<file path="config.mk">
export PLATFORM = sky130hd
export DESIGN_NAME = axis_to_sbus
export DESIGN_NICKNAME = d
export VERILOG_FILES = /design/src/rtl/sbus_pkg.sv /design/src/rtl/sbus_keep_check.sv /design/src/rtl/axis_to_sbus.sv
export SDC_FILE = /design/constraint.sdc
export NUM_CORES = 1
export LEC_CHECK = 0
export BUFFER_PORTS_ARGS = -buffer_cell sky130_fd_sc_hd__buf_2
export CAP_MARGIN = 10
export CORE_AREA = 2 2 232 234
export DETAILED_ROUTE_END_ITERATION = 10
export DIE_AREA = 0 0 234 236
export HOLD_SLACK_MARGIN = 0.02
export PLACE_DENSITY_LB_ADDON = 0.08
export SKIP_CTS_REPAIR_TIMING = 1
export SLEW_MARGIN = 40
export SYNTH_ARGS = -nofsm -noshare
export SYNTH_HDL_FRONTEND = slang
export SYNTH_HIERARCHICAL = 1
export SYNTH_SLANG_ARGS = --single-unit
</file>
<file path="constraint.sdc">
create_clock -name ACLK -period 1.89 [get_ports ACLK]
set_input_delay 0.2835 -clock ACLK [delete_from_list [all_inputs] [get_ports ACLK]]
set_output_delay 0.2835 -clock ACLK [all_outputs]
set_load 0.01 [all_outputs]
</file>
<file path="src/rtl/sbus_pkg.sv">
// rtl/sbus_pkg.sv - shared SBUS control layout, defaults and converter state encoding
package sbus_pkg;

  localparam int CTL_WIDTH       = 8;
  localparam int DEF_TDATA_WIDTH = 256;

  localparam int CTL_SOP      = 0;
  localparam int CTL_EOP      = 1;
  localparam int CTL_TRUNC    = 2;
  localparam int CTL_KEEP_ERR = 3;
  localparam int CTL_IDX_LSB  = 4;

  typedef enum logic [1:0] {
    IDLE   = 2'd0,
    IN_PKT = 2'd1,
    DROP   = 2'd2
  } sbus_state_t;

endpackage

</file>
<file path="src/rtl/sbus_keep_check.sv">
// rtl/sbus_keep_check.sv - combinational TKEEP check: full mask mid-packet, LSB-aligned non-empty mask on the last beat
module sbus_keep_check
  import sbus_pkg::*;
#(
  parameter int KEEP_WIDTH = DEF_TDATA_WIDTH / 8
) (
  input  logic [KEEP_WIDTH-1:0] i_keep,
  input  logic                  i_is_last,
  output logic                  o_err
);

  logic [KEEP_WIDTH-1:0] w_plus1;

  // A mask 2^n-1 has no bit in common with itself plus one.
  always_comb begin
    w_plus1 = i_keep + 1'b1;
    if (i_is_last) begin
      o_err = (i_keep == '0) || ((i_keep & w_plus1) != '0);
    end else begin
      o_err = (i_keep != '1);
    end
  end

endmodule

</file>
<file path="src/rtl/axis_to_sbus.sv">
// rtl/axis_to_sbus.sv - AXI4-Stream slave to valid-only SBUS master with per-beat control
// Optional A2SBUS_STATS_EN adds packet / truncation / keep-error counters.
module axis_to_sbus
  import sbus_pkg::*;
#(
  parameter int TDATA_WIDTH = DEF_TDATA_WIDTH,
  parameter int CTL_WIDTH   = 8,
  parameter int MAX_BEATS   = 64
) (
  input  logic                     ACLK,
  input  logic                     ARESETN,
  input  logic                     S_AXIS_TVALID,
  input  logic [TDATA_WIDTH-1:0]   S_AXIS_TDATA,
  input  logic [TDATA_WIDTH/8-1:0] S_AXIS_TKEEP,
  input  logic                     S_AXIS_TLAST,
  output logic                     S_AXIS_TREADY,
  output logic                     M_SBUS_VALID,
  output logic [TDATA_WIDTH-1:0]   M_SBUS_TDATA,
  output logic [TDATA_WIDTH/8-1:0] M_SBUS_TKEEP,
  output logic [CTL_WIDTH-1:0]     M_SBUS_CTL
`ifdef A2SBUS_STATS_EN
  ,
  output logic [31:0]              STAT_PKT_CNT,
  output logic [15:0]              STAT_TRUNC_CNT,
  output logic [15:0]              STAT_KEEPERR_CNT
`endif
);

  localparam int KW   = TDATA_WIDTH / 8;
  localparam int IDXW = $clog2(MAX_BEATS);
  localparam logic [IDXW-1:0] LAST_IDX = IDXW'(MAX_BEATS - 1);

  sbus_state_t            r_state;
  logic [IDXW-1:0]        r_idx;
  logic                   r_tready;
  logic                   r_valid;
  logic [TDATA_WIDTH-1:0] r_tdata;
  logic [KW-1:0]          r_tkeep;
  logic [CTL_WIDTH-1:0]   r_ctl;

  logic                   w_accept;
  logic                   w_fwd;
  logic                   w_trunc;
  logic                   w_eop;
  logic                   w_keep_err;
  logic [3:0]             w_idx4;
  logic [CTL_WIDTH-1:0]   w_ctl;

  assign w_accept = S_AXIS_TVALID && r_tready;
  assign w_fwd    = w_accept && (r_state != DROP);
  // r_idx is 0 in IDLE and MAX_BEATS >= 2, so truncation can never hit a SOP beat.
  assign w_trunc  = (r_idx == LAST_IDX) && !S_AXIS_TLAST;
  assign w_eop    = S_AXIS_TLAST || w_trunc;
  assign w_idx4   = 4'(r_idx);

  sbus_keep_check #(.KEEP_WIDTH(KW)) u_keep_check (
    .i_keep    (S_AXIS_TKEEP),
    .i_is_last (S_AXIS_TLAST),
    .o_err     (w_keep_err)
  );

  always_comb begin
    w_ctl                     = '0;
    w_ctl[CTL_SOP]            = (r_state == IDLE);
    w_ctl[CTL_EOP]            = w_eop;
    w_ctl[CTL_TRUNC]          = w_trunc;
    w_ctl[CTL_KEEP_ERR]       = w_keep_err;
    w_ctl[CTL_IDX_LSB +: 4]   = w_idx4;
  end

  always_ff @(posedge ACLK) begin
    if (!ARESETN) begin
      r_state  <= IDLE;
      r_idx    <= '0;
      r_tready <= 1'b0;
      r_valid  <= 1'b0;
      r_tdata  <= '0;
      r_tkeep  <= '0;
      r_ctl    <= '0;
    end else begin
      r_tready <= 1'b1;
      r_valid  <= w_fwd;
      r_tdata  <= w_fwd ? S_AXIS_TDATA : '0;
      r_tkeep  <= w_fwd ? S_AXIS_TKEEP : '0;
      r_ctl    <= w_fwd ? w_ctl : '0;
      if (w_accept) begin
        case (r_state)
          IDLE, IN_PKT: begin
            if (S_AXIS_TLAST) begin
              r_state <= IDLE;
              r_idx   <= '0;
            end else if (w_trunc) begin
              r_state <= DROP;
              r_idx   <= '0;
            end else begin
              r_state <= IN_PKT;
              r_idx   <= r_idx + 1'b1;
            end
          end
          DROP: begin
            if (S_AXIS_TLAST) r_state <= IDLE;
          end
          default: begin
            r_state <= IDLE;
            r_idx   <= '0;
          end
        endcase
      end
    end
  end

  assign S_AXIS_TREADY = r_tready;
  assign M_SBUS_VALID  = r_valid;
  assign M_SBUS_TDATA  = r_tdata;
  assign M_SBUS_TKEEP  = r_tkeep;
  assign M_SBUS_CTL    = r_ctl;

`ifdef A2SBUS_STATS_EN
  logic [31:0] r_pkt_cnt;
  logic [15:0] r_trunc_cnt;
  logic [15:0] r_keeperr_cnt;

  always_ff @(posedge ACLK) begin
    if (!ARESETN) begin
      r_pkt_cnt     <= '0;
      r_trunc_cnt   <= '0;
      r_keeperr_cnt <= '0;
    end else if (w_fwd) begin
      if (w_eop)      r_pkt_cnt     <= r_pkt_cnt + 1'b1;
      if (w_trunc)    r_trunc_cnt   <= r_trunc_cnt + 1'b1;
      if (w_keep_err) r_keeperr_cnt <= r_keeperr_cnt + 1'b1;
    end
  end

  assign STAT_PKT_CNT     = r_pkt_cnt;
  assign STAT_TRUNC_CNT   = r_trunc_cnt;
  assign STAT_KEEPERR_CNT = r_keeperr_cnt;
`endif

endmodule

</file>
Word level (Yosys, flattened, before mapping):

Index checks and enable logic that the tools add are counted.

* logic and storage cells: 39
* output and inout bits: 298
* register bits: 306

* mux-type cells: 9
* add/sub/neg operators: 2
* equality and inequality tests: 6
* bitwise operators: 2
* reduce and logical (&&, ||, !) cells: 13

Operator list (number)
* $add A32 B1 Y32 const B: 1
* $and A32 B32 Y32: 1
* $logic_not A32 Y1: 1
* $ne A32 B32 Y1 const B: 1
* $reduce_bool A32 Y1: 1
* $mux W6: 2
* $pmux W6 S2: 1
* $add A6 B1 Y6 const B: 1
* $eq A6 B6 Y1 const B: 1
* $mux W2: 3
* $reduce_and A2 Y1: 3
* $ne A2 B2 Y1 const B: 2
* $pmux W2 S2: 1
* $logic_and A1 B1 Y1: 3
* $eq A2 B1 Y1 const B: 1
* $eq A2 B2 Y1 const B: 1
* $logic_not A2 Y1: 1
* $logic_or A1 B1 Y1: 2
* $mux W1: 2
* $reduce_or A2 Y1: 1
* $logic_not A1 Y1: 1
* $not A1 Y1: 1

Depth between registers and ports, before layout:

Gate-level depths: netlist of run 1.

* depth in word-level cells: 5
* depth in mapped cells: 8
* depth with buffers taken out: 8

Hierarchy:

Netlist of run 1, hierarchy kept.

Modules (own cells, without submodules)
* axis_to_sbus: area an instance 8508.2 sq um, cells an instance 712, seq. area each 6125.9 sq um, instances 1
* sbus_keep_check: area an instance 426.7 sq um, cells an instance 68, seq. area each 0.0 sq um, instances 1

Worst setup path after synthesis of run 1:

No wires, ideal clock.

* path kind: input -> register
* start point: input S_AXIS_TKEEP[8]
* end point: register r_ctl[3] (netlist: M_SBUS_CTL[3])
* setup slack: -0.074 ns
* stages on the path: 8
* required time: 1.775 ns
* arrival time: 1.848 ns
* buffers on the path: 0
* path through: or4_1 nor4_1 a21oi_1 nand4b_1 a211oi_1 a22o_1 o221ai_1 and3_1

* word-level cells in the longest chain between the ends: 5
* elaborated cells on any way between the ends: 7
* those cells by class: add/sub: 1; eq/ne: 1; mux: 1; bitwise: 1; reduce/logical: 3

RTL lines
* start: declaration: line axis_to_sbus.sv:14 `input logic [TDATA_WIDTH/8-1:0] S_AXIS_TKEEP,`
* $add A32 B1 Y32: line sbus_keep_check.sv:16 `w_plus1 = i_keep + 1'b1;`
* $and A32 B32 Y32: line sbus_keep_check.sv:18 `o_err = (i_keep == '0) || ((i_keep & w_plus1) != '0);`
* $reduce_bool A32 Y1: line sbus_keep_check.sv:18
* $logic_or A1 B1 Y1: line sbus_keep_check.sv:18
* $mux W1 *: line sbus_keep_check.sv:17 `if (i_is_last) begin`
* via w_ctl[3]: line axis_to_sbus.sv:47 `logic [CTL_WIDTH-1:0] w_ctl;`
* end signal: assignment: line axis_to_sbus.sv:85 `r_ctl <= w_fwd ? w_ctl : '0;`
* end: declaration: line axis_to_sbus.sv:39 `logic [CTL_WIDTH-1:0] r_ctl;`

Mark *: on every way through the listed nets, which the timed path passes. The rest lies on a longest branch.
A chain may end at the register's enable or synchronous reset.

Final worst setup path of run 1:

Same ends and word-level chain as after synthesis.

==> results of run 1 <==
-- logic make-up (layout without fill, tap and decap cells) --
kind of cell	count (synthesis)	count (layout)	synth area share
compound gates	37	37	0.0300
fa+ha+maj	1	1	0.00140
buf+inv	71	977	0.0323
flops	306	306	0.686
other cells	0	2	0
simple gates	365	365	0.251
-- stage by stage --
| step | hold WS (ns) | cell area (sq um) | setup WS (ns) |
|---|---|---|---|
| after floorplan | 0.311 | 8940 | -0.0291 |
| after global placement | 0.481 | 13000 | -0.352 |
| after detailed placement | 0.481 | 13000 | -0.330 |
| after CTS | -0.0911 | 14400 | 0.278 |
| after global routing | 0.0305 | 17000 | 0.118 |
| final | 0.0433 | 17000 | 0.265 |
-- layout make-up --
cell class | count | area, sq um | share of cell area
inverters | 5 | 18.8 | 0.00110
multi-input cells | 403 | 2530 | 0.149
flip-flops and latches | 306 | 6130 | 0.361
clock inverters | 11 | 181 | 0.0107
well taps | 696 | 871 | 0.0513
repair buffers | 900 | 6050 | 0.356
diodes | 2 | 5.00 | 0.000295
clock buffers | 61 | 1210 | 0.0713
-- cells in the mapped netlist (2+ instances only) --
library cell and n:
dfxtp_1 306, and3_1 294, clkbuf_1 57, nand2_1 20, nor2_1 8, o21ai_0 8
nand3_1 7, nor4_1 7, a21oi_1 6, nand4_1 5, nor3_1 5, inv_1 4
a21boi_0 3, a21boi_1 3, and4_1 3, buf_2 3, clkbuf_2 3, nor2b_1 3
a2111oi_0 2, a211oi_1 2, a22o_1 2, a31oi_1 2, buf_4 2, or4_1 2
-- per-layer routing --
| layer | track usage | vias up | share of wire |
|---|---|---|---|
| met3 | 0.0481 | 54 | 0.074 |
| met5 | 0 | - | 0.00075 |
| met4 | 0.0447 | 4 | 0.022 |
| met2 | 0.229 | 306 | 0.50 |
| met1 | 0.143 | 4209 | 0.40 |
| li1 | - | 4486 | - |
-- worst reg2reg max path: stages (launching register included) --
cell and delay, ns:
dfxtp_1 0.34, ha_1 0.26, and4_1 0.23, a21oi_1 0.31
o21ai_0 0.15, a31oi_1 0.18
-- state kept, by name, summed over array words and instances, names as in the netlist --
register,count
M_SBUS_CTL,8
r_idx,6
M_SBUS_TKEEP,32
M_SBUS_VALID,1
r_state,2
M_SBUS_TDATA,256
S_AXIS_TREADY,1
-- power groups by stage --
| stage | Combinational [mW] | Sequential [mW] | Clock, mW |
|---|---|---|---|
| floorplan | 0.279 | 6.90 | 0 |
| global placement | 1.09 | 6.80 | 0 |
| detailed placement | 1.09 | 6.81 | 0 |
| CTS | 1.09 | 6.67 | 8.28 |
| global route | 1.65 | 6.68 | 8.53 |
| finish | 1.52 | 6.66 | 7.92 |
-- worst max-delay path by stage --
stage | from | endpoint | slack [ns] | cells after the start
5_1_grt | S_AXIS_TKEEP[8] | M_SBUS_CTL[3] | 0.12 | 9
6_report | S_AXIS_TKEEP[8] | M_SBUS_CTL[3] | 0.26 | 9
3_5_place_dp | S_AXIS_TKEEP[8] | M_SBUS_CTL[3] | -0.33 | 9
2_1_floorplan | S_AXIS_TKEEP[8] | M_SBUS_CTL[3] | -0.03 | 8
4_1_cts | S_AXIS_TKEEP[8] | M_SBUS_CTL[3] | 0.28 | 9
3_3_place_gp | S_AXIS_TKEEP[8] | M_SBUS_CTL[3] | -0.35 | 9
==> out/qor.csv, run 1 <==
stage,metric,value,unit
clocking,Max H-tree Level,2,
clocking,CTS tree,done,
synthesis,Synth area leaders,"dfxtp_1, and3_1, clkbuf_1",
route,TritonRoute pass-1 iters,4,
synthesis,Mapped Cells,780,
synthesis,synth warn,6,
layout,fillcell total,5635,
timing,clk_skew,0.0155,ns
synthesis,Mapped Area,8930,sq um
power,PwrDens,948,nW/um^2
synthesis,Seq cells post-synth,306,
route,final WL,39900,um
worst_setup_path,worst path cell trace,buf_2 -> or4_1 -> nor4_2 -> a21oi_1 -> nand4b_1 -> a211oi_1 -> a22o_1 -> o221ai_1 -> and3_1,
synthesis,share of the synthesized area in the top cell type,0.686,
worst_setup_path,critical path arrival,2.06,ns
hold_path,hold-critical path depth,2,
placed_design,HPWL after detailed placement,29300,um
worst_setup_path,Crit Path Class,in2reg,
route,DRT iter0 DRCs,302,
timing,RSZ-0062 raised after global routing,no,
worst_setup_path,slowest stage cell on the critical path,or4_1,
outcome,outcome,"complete, no violations",
worst_setup_path,family with the most delay on the worst path,simple AND/OR/NAND/NOR gates,
power,leak pwr,9.22,nW
floorplan,total core area,53100,sq um
power,Clock power frac,0.492,
synthesis,Avg Inst Size Synth,11.5,sq um
worst_setup_path,reg2reg end,r_idx[5],
worst_setup_path,type of origin of the critical path,input port,
synthesis,syn nets,1073,
global_routing,initial antenna violation count,5,
timing,Final TNS setup,0,ns
worst_setup_path,Critical Path Sink Type,flop,
synthesis,Most used DFF post-synth,dfxtp_1,
floorplan,I/O pin count,590,
global_routing,largest net degree at the start of global routing,102,
placed_design,dpl cells,2052,
hold_path,hold path endpoint,M_SBUS_TKEEP[24],
power,Flop pwr share,0.414,
clocking,CTS Buf Count,39,
route,via count,9059,
clocking,Sink Count,306,
layout,most frequent cells in the layout,"buf_2, dfxtp_1, and3_1",
layout,area grow syn2layout,90.1,%
synthesis,register area share after synthesis,0.686,
timing,fin. max-slew vios,0,
synthesis,fraction of registers with async set or reset after synthesis,0,
power,Logic pwr share,0.094,
hold_path,worst min-delay path startpoint,S_AXIS_TKEEP[24],
layout,Final nets,1948,
timing,# setup viols final,0,
power,Int Pwr,12.5,mW
layout,proportion of layout cells with a drive suffix above 1,0.423,
synthesis,Post-synth EDFFs,0,
timing,final period demand of the worst path,1.63,ns
route,post-route ant nets,0,
timing,period utilization,0.860,
worst_setup_path,slack of the worst reg-to-reg path,0.34,ns
floorplan,placement row count,85,
timing,final hold violations,0,
worst_setup_path,r2r startpoint,r_idx[0],
layout,final core utilization,0.320,
global_routing,gr usage total,0.130,
floorplan,Die Area,55200,sq um
global_routing,number of global-route vias before repair,8010,
global_routing,first-pass GRT wire length,53600,um
worst_setup_path,critical path data required time,2.32,ns
flow_run,max cap viols,0,
placed_design,placer congestion estimate,0.796,
power,switching share of power,0.226,
power,post-layout power,16.1,mW
timing,slew margin rel.,0.674,
floorplan,Die Wd,234,um
hold_path,Tightest Hold Check Type,in2reg,
synthesis,Yosys cell types,47,
power,Max VDD drop,0.000544,V
global_routing,grt ovf,0,
layout,final non-filler cell total,2384,
clocking,Clock transition at path regs,0.06,ns
synthesis,leading area contributor after synthesis,dfxtp_1,
route,Residual DRC,0,
route,Via-to-Cell Ratio,3.80,
clocking,Clock Tree Buf Depth,3,
worst_setup_path,number of cells on the worst reg-to-reg path,5,
clocking,clock latency on the worst-skew pair,0.54,ns
placed_design,IO buf count,589,
route,drt wl/cell,16.7,um
timing,Tightest Pin Transition,0.485,ns
worst_setup_path,highest net fanout along the worst path,4,
worst_setup_path,critical path's largest stage delay,0.54,ns
floorplan,Die Y,236,um
layout,"most common cell after layout, fill and taps aside",buf_2,
timing,fmax,0.615,GHz
floorplan,starting density of the core,0.168,
worst_setup_path,Buffers & Inverters on Critical Path,1,
power,Net Sw Power,3.64,mW
clocking,CTS Root Cell,clkbuf_16,
(Power assumes the default switching activity.)
==> inputs of run 2 (changes only) <==
--- a/config.mk
+++ b/config.mk
@@ -8,9 +8,11 @@
 export BUFFER_PORTS_ARGS = -buffer_cell sky130_fd_sc_hd__buf_2
 export CAP_MARGIN = 10
 export CORE_AREA = 2 2 232 234
+export CTS_CLUSTER_DIAMETER = 60
 export DETAILED_ROUTE_END_ITERATION = 10
 export DIE_AREA = 0 0 234 236
 export HOLD_SLACK_MARGIN = 0.02
+export MAX_ROUTING_LAYER = met4
 export PLACE_DENSITY_LB_ADDON = 0.08
 export SKIP_CTS_REPAIR_TIMING = 1
 export SLEW_MARGIN = 40
==> run 2 against run 1 <==
Net effect: sequential share of layout area fell by 0.34 points; worst setup slack better by 0.0026 ns; clock skew fell by 0.0013 ns; sequential power about the same; global-route usage up 0.32 points; combinational power hardly changed; utilization up 0.31 points; clock-buffer cell count down 1; fmax is 0.16% higher; critical path depth unchanged; first-iteration DRC count grew 17%; design area grew 0.96%.
==> out/qor.csv, run 2 (synthesis gave the netlist of run 1 again) <==
stage,metric,value,unit,change
outcome,outcome,"complete, no violations",,
route,DRT iter0 DRCs,354,,+17%
timing,fmax,0.616,GHz,+0.16%
layout,proportion of layout cells with a drive suffix above 1,0.424,,+0.000635
timing,setup ws final,0.267,ns,+0.00257 ns
floorplan,placement row count,85,,unchanged
timing,Final TNS setup,0,ns,unchanged
route,drt wl/cell,16.7,um,-0.55%
flow_run,max cap viols,0,,unchanged
clocking,Clock Tree Buf Depth,3,,unchanged
layout,area grow syn2layout,91.9,%,
floorplan,Die Area,55200,sq um,unchanged
worst_setup_path,highest net fanout along the worst path,4,,unchanged
clocking,Sink Count,306,,unchanged
hold_path,worst min-delay path startpoint,S_AXIS_TKEEP[31],,
route,Via-to-Cell Ratio,3.79,,-0.14%
worst_setup_path,worst path cell trace,buf_2 -> or4_1 -> nor4_2 -> a21oi_1 -> nand4b_1 -> a211oi_1 -> a22o_1 -> o221ai_1 -> and3_1,,
floorplan,starting density of the core,0.168,,unchanged
timing,# setup viols final,0,,unchanged
floorplan,Die Y,236,um,unchanged
floorplan,total core area,53100,sq um,unchanged
floorplan,I/O pin count,590,,unchanged
power,PwrDens,959,nW/um^2,+1.1%
placed_design,IO buf count,589,,unchanged
worst_setup_path,Critical Path Sink Type,flop,,
timing,fin. max-slew vios,0,,unchanged
timing,final period demand of the worst path,1.62,ns,-0.00257 ns
global_routing,met3 Usage GRT,0.0486,,+0.000484
power,Max VDD drop,0.000543,V,-0.15%
worst_setup_path,critical path arrival,2.07,ns,about the same
hold_path,Tightest Hold Check Type,in2reg,,
timing,clk_skew,0.0142,ns,-0.00134 ns
placed_design,placer congestion estimate,0.807,,+1.4%
worst_setup_path,r2r startpoint,r_idx[0],,
clocking,CTS Buf Count,44,,+13%
global_routing,global routing usage on met2,0.227,,-0.00206
layout,final core utilization,0.323,,+0.00306
route,via count,9103,,+0.49%
clocking,Clock transition at path regs,0.05,ns,about the same
timing,Tightest Pin Transition,0.492,ns,+0.00747 ns
worst_setup_path,critical path's largest stage delay,0.55,ns,about the same
power,leak pwr,9.28,nW,+0.69%
route,TritonRoute pass-1 iters,4,,unchanged
layout,most frequent cells in the layout,"buf_2, dfxtp_1, and3_1",,
global_routing,met1 usage,0.143,,-0.000246
global_routing,initial antenna violation count,3,,-2
global_routing,number of global-route vias before repair,8045,,+0.44%
power,post-layout power,16.4,mW,+2.1%
layout,"most common cell after layout, fill and taps aside",buf_2,,
route,Residual DRC,0,,unchanged
floorplan,Die Wd,234,um,unchanged
global_routing,first-pass GRT wire length,53400,um,-0.36%
clocking,Max H-tree Level,2,,unchanged
worst_setup_path,critical path data required time,2.34,ns,+0.02 ns
placed_design,HPWL after detailed placement,29300,um,unchanged
global_routing,grt peak-use layer,met2,,
layout,max FFs per register,256,,unchanged
worst_setup_path,Crit. Startpoint,S_AXIS_TKEEP[8],,
timing,period utilization,0.859,,-0.00136
clocking,CTS tree,done,,
clocking,clock latency on the worst-skew pair,0.55,ns,about the same
timing,final hold violations,0,,unchanged
timing,slew margin rel.,0.669,,-0.00502
layout,Final nets,1960,,+0.62%
global_routing,largest net degree at the start of global routing,102,,unchanged
global_routing,gr usage total,0.134,,+0.00323
clocking,CTS Root Cell,clkbuf_16,,
timing,RSZ-0062 raised after global routing,no,,
route,final WL,40000,um,about the same
placed_design,Post-Place Worst Slack,-0.330,ns,unchanged
route,post-route ant nets,0,,unchanged
worst_setup_path,type of origin of the critical path,input port,,
worst_setup_path,Crit Path Class,in2reg,,
worst_setup_path,slowest stage cell on the critical path,or4_1,,
global_routing,grt ovf,0,,unchanged
==> run 2: cell count changes in the layout (fill, tap and decap cells not counted), sizes merged <==
cell / previous run / this run
clkbuf: 61 / 60
diode: 2 / 3
bufinv: 4 / 3
clkinv: 4 / 7
clkinvlp: 0 / 3
dlygate4sd3: 258 / 265
inv: 8 / 11
==> run 2: metal layers <==
metal / vias up / wire (um)
met3: 58 / 3030
met1: 4213 / 16000
li1: 4515 / -
met5: - / 0
met2: 317 / 20000
met4: 0 / 902
==> run 2: final cells by class <==
class / count / area, sq um
antenna: 3 / 7.51
timing repair buffer: 907 / 6120
fill: 5628 / 35900
tap: 696 / 871
multi-input combinational: 403 / 2530
sequential: 306 / 6130
clock inverter: 19 / 229
clock buffer: 60 / 1250
inverter: 5 / 18.8
==> run 2: power by group <==
part | switching, mW | internal [mW]
clock network | 3.14 | 5.11
registers | 0.0424 | 6.62
logic | 0.656 | 0.875
total | 3.84 | 12.6
==> run 2: path summary, 6_finish.rpt <==
path,slack [ns],cells past startpoint,end
worst max-delay path,0.27,9,M_SBUS_CTL[3]
worst min register to register,0.50,2,r_state[0]
worst min-delay path,0.04,2,M_SBUS_TKEEP[31]
worst max register to register,0.34,5,r_idx[5]
==> run 2: through the flow <==
| step | instance area [sq um] | hold WS (ns) | instances |
|---|---|---|---|
| CTS | 14500 | -0.0933 | 2131 |
| detailed placement | 13000 | 0.481 | 2052 |
| finish | 17100 | 0.0405 | 2399 |
| global placement | 13000 | 0.481 | 2052 |
| floorplan | 8940 | 0.311 | 780 |
| global route | 17100 | 0.0223 | 2398 |
==> run 2: critical path: cells and delay by family <==
family,cells,cell delay (ns)
AO/OA/AOI/OAI,4,0.58
AND/OR/NAND/NOR,4,1.09
buffers and inverters,1,0.12
